==> src/rtl/gpio_seq_tx.sv <==
// Drives the GPIO sequence 1..LAST, all-ones, zero onto WIDTH pins, holding each value HOLD clocks.
// Define GPIO_SEQ_TX_LOOP_EN to restart at 1 after the zero step instead of stopping in DONE.
module gpio_seq_tx #(
    parameter int unsigned WIDTH = 18,
    parameter int unsigned HOLD  = 4,
    parameter int unsigned LAST  = 10
) (
    input  logic             wb_clk_i,
    input  logic             wb_rst_i,
    input  logic             start_i,
    input  logic             pause_i,
    output logic [WIDTH-1:0] io_out,
    output logic [WIDTH-1:0] io_oeb,
    output logic             busy_o,
    output logic             done_o
);

    localparam int unsigned HW = (HOLD > 1) ? $clog2(HOLD) : 1;
    localparam logic [HW-1:0]    HOLD_MAX = HW'(HOLD - 1);
    localparam logic [WIDTH-1:0] LAST_V   = WIDTH'(LAST);

    typedef enum logic [2:0] {StIdle, StCount, StOnes, StZero, StDone} state_e;

    state_e           r_state, w_state_d;
    logic [WIDTH-1:0] r_val, w_val_d;
    logic [HW-1:0]    r_hold, w_hold_d;
    logic [WIDTH-1:0] r_out, w_out_d;
    logic [WIDTH-1:0] r_oeb, w_oeb_d;
    logic             r_busy, w_busy_d;
    logic             r_done, w_done_d;
    logic             w_step;
    logic [HW-1:0]    w_hold_adv;

    always_comb begin
        w_state_d  = r_state;
        w_val_d    = r_val;
        w_hold_d   = r_hold;
        w_out_d    = r_out;
        w_oeb_d    = r_oeb;
        w_busy_d   = r_busy;
        w_done_d   = r_done;
        w_step     = (r_hold == HOLD_MAX) && !pause_i;
        // Counter freezes while paused and wraps to 0 on each step.
        w_hold_adv = pause_i ? r_hold : (w_step ? '0 : r_hold + HW'(1));

        unique case (r_state)
            StIdle, StDone: begin
                if (start_i) begin
                    w_state_d = StCount;
                    w_val_d   = WIDTH'(1);
                    w_hold_d  = '0;
                    w_out_d   = WIDTH'(1);
                    w_oeb_d   = '0;
                    w_busy_d  = 1'b1;
                    w_done_d  = 1'b0;
                end
            end
            StCount: begin
                w_done_d = 1'b0;
                w_hold_d = w_hold_adv;
                if (w_step) begin
                    if (r_val < LAST_V) begin
                        w_val_d = r_val + WIDTH'(1);
                        w_out_d = r_val + WIDTH'(1);
                    end else begin
                        w_state_d = StOnes;
                        w_out_d   = '1;
                    end
                end
            end
            StOnes: begin
                w_done_d = 1'b0;
                w_hold_d = w_hold_adv;
                if (w_step) begin
                    w_state_d = StZero;
                    w_out_d   = '0;
                end
            end
            StZero: begin
                w_done_d = 1'b0;
                w_hold_d = w_hold_adv;
                if (w_step) begin
`ifdef GPIO_SEQ_TX_LOOP_EN
                    w_state_d = StCount;
                    w_val_d   = WIDTH'(1);
                    w_out_d   = WIDTH'(1);
                    w_done_d  = 1'b1;
`else
                    w_state_d = StDone;
                    w_out_d   = '0;
                    w_busy_d  = 1'b0;
                    w_done_d  = 1'b1;
`endif
                end
            end
            default: begin
                w_state_d = StIdle;
                w_out_d   = '0;
                w_oeb_d   = '1;
                w_busy_d  = 1'b0;
                w_done_d  = 1'b0;
            end
        endcase
    end

    always_ff @(posedge wb_clk_i) begin
        if (wb_rst_i) begin
            r_state <= StIdle;
            r_val   <= '0;
            r_hold  <= '0;
            r_out   <= '0;
            r_oeb   <= '1;
            r_busy  <= 1'b0;
            r_done  <= 1'b0;
        end else begin
            r_state <= w_state_d;
            r_val   <= w_val_d;
            r_hold  <= w_hold_d;
            r_out   <= w_out_d;
            r_oeb   <= w_oeb_d;
            r_busy  <= w_busy_d;
            r_done  <= w_done_d;
        end
    end

    assign io_out = r_out;
    assign io_oeb = r_oeb;
    assign busy_o = r_busy;
    assign done_o = r_done;

endmodule

==> config.mk <==
export PLATFORM = sky130hd
export DESIGN_NAME = gpio_seq_tx
export DESIGN_NICKNAME = d
export VERILOG_FILES = /design/src/rtl/gpio_seq_tx.sv
export SDC_FILE = /design/constraint.sdc
export NUM_CORES = 1
export LEC_CHECK = 0
export ABC_AREA = 0
export CORE_MARGIN = 5
export CORE_UTILIZATION = 48
export CTS_CLUSTER_DIAMETER = 100
export DETAILED_ROUTE_END_ITERATION = 7
export PLACE_DENSITY = 0.81
export SYNTH_ARGS = -nofsm -noshare
export SYNTH_HDL_FRONTEND = slang
export SYNTH_SLANG_ARGS = --single-unit
==> constraint.sdc <==
create_clock -name wb_clk_i -period 1.9 [get_ports wb_clk_i]
set_input_delay 0.19 -clock wb_clk_i [delete_from_list [all_inputs] [get_ports wb_clk_i]]
set_output_delay 0.19 -clock wb_clk_i [all_outputs]
set_load 0.05 [all_outputs]
==> qor.json, run 1 <==
{
  "cts.sinks": 44,
  "clockRootBuffer": "clkbuf_8",
  "drive_gt1_share_pct": 20.2,
  "timing_worst_setup_path_type": "reg -> reg",
  "route.antenna.remaining_nets": 0,
  "clock_latency_ns": 0.29,
  "maxCapViolations": 0,
  "total_setup_violations_reported_at_the_end_of_the_flow": 0,
  "tritoncts_clock_tree": "done",
  "swShare_pct": 25.5,
  "fin_crit_ns": 1.71,
  "cts_hold_buf": 0,
  "antennaDiodeCount": 0,
  "stdcell_area_mm2": 0.00222,
  "timing.critical_path.to_type": "flop",
  "timing.critical_path.from_type": "flop",
  "synth_largest_area_cell": "dfxtp_1",
  "avgViaCountPerCell": 4.91,
  "slowest_cell_on_the_critical_path": "dfxtp_1",
  "post_cts_resize_count": 0,
  "cp_num_buf_inv": 1,
  "fmax_mhz": 586,
  "data_required_time_of_the_worst_path_ns": 2.08,
  "postRouteWirelength_um": 3070,
  "final_nets": 218,
  "area_after_detailed_placement_mm2": 0.00210,
  "area_of_the_core_mm2": 0.00361,
  "p_per_area_mw_per_mm2": 868,
  "final.period_utilization_pct": 89.8,
  "fillCellCount": 309,
  "post_synthesis_cell_area_mm2": 0.00176,
  "antenna_found_initial": 0,
  "core.rowCount": 22,
  "fp.dieH_um": 70.6,
  "relSlewSlack_pct": 60.5,
  "areaGrowthSynthToFinish_pct": 25.9,
  "pin_count_of_the_biggest_net_entering_global_routing": 20,
  "critical_path.cell_chain": "ha_1 -> nand3b_1 -> nor3_1 -> a31oi_1 -> buf_4 -> and2_1",
  "dpl.hpwl_um": 2300,
  "hold_viol": 0,
  "totalPowerFinal_uw": 1930,
  "synth_top_area_share_pct": 49.9,
  "crit_path_max_fo": 14,
  "tritoncts_buffers": 5,
  "first_pass_grt_wire_length_um": 5280,
  "syn_area_per_cell_um2": 9.80,
  "die-width_um": 70.6,
  "place.detailed.instances": 253,
  "io_buffer_count": 41,
  "first_iter_violations": 86,
  "hold_class": "reg -> reg",
  "finalSetupTns_ns": 0,
  "synth_top_flop_cell": "dfxtp_1",
  "ys_types": 37,
  "grt_overflow": 0,
  "share_comb_of_total_power_pct": 12.7,
  "timing.clock.skew_ns": 0.00514,
  "synth.ff_latch_count": 44,
  "grt_setup_unrepaired": "false",
  "grt_pass1_vias": 1192,
  "detailroute.via_count": 1281,
  "power.switching_uw": 491,
  "detail_route.first_pass.iterations": 4,
  "io-pin-count": 42,
  "data_arrival_time_of_the_worst_path_ns": 1.89,
  "p_int_uw": 1440,
  "groute.usage.overall_pct": 12.8,
  "post_route_drc_violation_count": 0,
  "leakage_uw": 0.00103,
  "clk_path_buf_depth": 2,
  "pwr-share-seq_pct": 49.1,
  "cts.repair_timing.setup_buffer_count": 0,
  "avgRoutedWirePerCell_um": 11.8,
  "final_cell_count_no_fill": 261,
  "synth_edf_count": 0,
  "syn-num-nets": 186,
  "ir_drop_uv": 618,
  "count_of_synthesis_stage_warnings_from_yosys": 0,
  "ctsHtreeMaxLevel": 2,
  "synthesis.instances": 180,
  "routability_congestion_estimate_from_global_placement": 0.772,
  "status": "completed",
  "clockPowerShare_pct": 38.1,
  "async_flop_share_pct": 0,
  "clock_transition_time_at_the_flip_flop_clock_pins_of_the_worst_setup_and_hold_paths_ns": 0.08,
  "cpLargestDelayFamily": "simple AND/OR/NAND/NOR gates",
  "floorplan.initialDensity_pct": 48.9,
  "worst_path_largest_cell_delay_ns": 0.36,
  "post_synth_main_area_contributors": "dfxtp_1, buf_4, a21o_1, and2_1, a21oi_1",
  "tightestPinTransition_ns": 0.592,
  "die_area_mm2": 0.00499,
  "report.final.slew_viol_count": 0,
  "final.hold.worst_slack_ns": 0.458,
  "synth_seq_area_share_pct": 49.9
}
synthesized netlist by cell type, types with 2 or more instances:
cell type	number
a21oi_1	10
nor2_1	8
nand2b_1	2
dfxtp_1	44
nor3_1	4
and3b_1	2
nand3_1	4
buf_4	17
o21ai_0	2
nand2_1	8
o21bai_1	2
and3_1	3
clkbuf_1	6
nand3b_1	4
inv_1	2
a31oi_1	4
or2_2	3
nor4_1	2
mux2i_1	4
a21o_1	16
ha_1	2
buf_2	3
and2_1	14
cell families after synthesis:
family                   Yosys count  synth area share [%]
buffers and inverters             28                  9.79
XOR/XNOR                           2                 0.993
AND/OR/NAND/NOR                   60                  20.1
AO/OA/AOI/OAI                     40                  15.5
multiplexers                       4                  2.27
flip-flops                        44                  49.9
adder cells (fa/ha/maj)            2                  1.42
layout by cell type, fill, tap and decap left out, types with 2 or more instances in the layout:
master           instances
mux2i_1                  4
ha_1                     2
nor2_1                   8
a31oi_1                  4
or2_2                    3
nand3_1                  4
dfxtp_1                 44
nand3b_1                 4
nor3_1                   4
a21oi_1                 10
a21o_1                  16
and2_1                  14
o21ai_0                  2
clkdlybuf4s50_1         23
and3_1                   3
o21bai_1                 2
and3b_1                  2
nand2_1                  8
clkbuf_8                 6
buf_4                   28
nand2b_1                 2
nor4_1                   2
inv_1                    2
area by class of cell:
type                       count  area (um2)  area share, %
inverter                       2        7.51          0.338
clock buffer                   6        82.6           3.72
timing repair buffer          51         440           19.8
tap                           48        60.1           2.70
multi-input combinational    108         711           32.0
clock inverter                 2        38.8           1.75
sequential                    44         881           39.7
worst paths after layout:
check | start | endpoint | slack, ns | depth (start not counted)
max reg2reg | r_hold[0]$_SDFFE_PP0P_ | r_val[8]$_SDFFE_PP0P_ | 0.19 | 6
min | io_out[5]$_SDFFE_PP0P_ | io_out[5]$_SDFFE_PP0P_ | 0.46 | 1
min reg2reg | io_out[5]$_SDFFE_PP0P_ | io_out[5]$_SDFFE_PP0P_ | 0.46 | 1
max | r_hold[0]$_SDFFE_PP0P_ | r_val[8]$_SDFFE_PP0P_ | 0.19 | 6
metrics by stage:
stage / utilization, % / setup WS, ns
after floorplan: - / 0.232
after detailed placement: 58.2 / 0.0758
final: 61.6 / 0.195
after CTS: 61.6 / 0.183
after global placement: 58.2 / 0.0486
after global routing: 61.6 / 0.0661
worst reg2reg max path: stages (launching register included):
cell and delay (ns):
dfxtp_1 0.36, ha_1 0.24, nand3b_1 0.14, nor3_1 0.36
a31oi_1 0.15, buf_4 0.19, and2_1 0.16
power groups by stage:
| stage | combinational [uW] | sequential [uW] | clock, uW |
|---|---|---|---|
| global route | 260 | 951 | 792 |
| CTS | 248 | 947 | 753 |
| global placement | 245 | 968 | 0 |
| finish | 246 | 947 | 735 |
| floorplan | 195 | 982 | 0 |
| detailed placement | 247 | 969 | 0 |
registers in the layout, indices dropped and copies added, names as in the netlist:
register	count
r_hold	2
io_oeb	1
io_out	18
r_state	3
r_val	18
busy_o	1
done_o	1
per-layer routing:
layer / vias up / routed length, um / global-route usage, %
met5: - / 0 / 0
met1: 571 / 1460 / 16.5
met4: 0 / 21 / 4.38
li1: 670 / - / -
met2: 36 / 1360 / 20.7
met3: 4 / 224 / 3.69
(Power assumes the default switching activity.)
==> run 2, diff against run 1 <==
--- a/config.mk
+++ b/config.mk
@@ -9,6 +9,7 @@
 export CORE_MARGIN = 5
 export CORE_UTILIZATION = 48
 export CTS_CLUSTER_DIAMETER = 100
+export CTS_CLUSTER_SIZE = 40
 export DETAILED_ROUTE_END_ITERATION = 7
 export PLACE_DENSITY = 0.81
 export SYNTH_ARGS = -nofsm -noshare
==> results of run 2 <==
No change in the layout: final DEF, timing and power equal those of run 1.
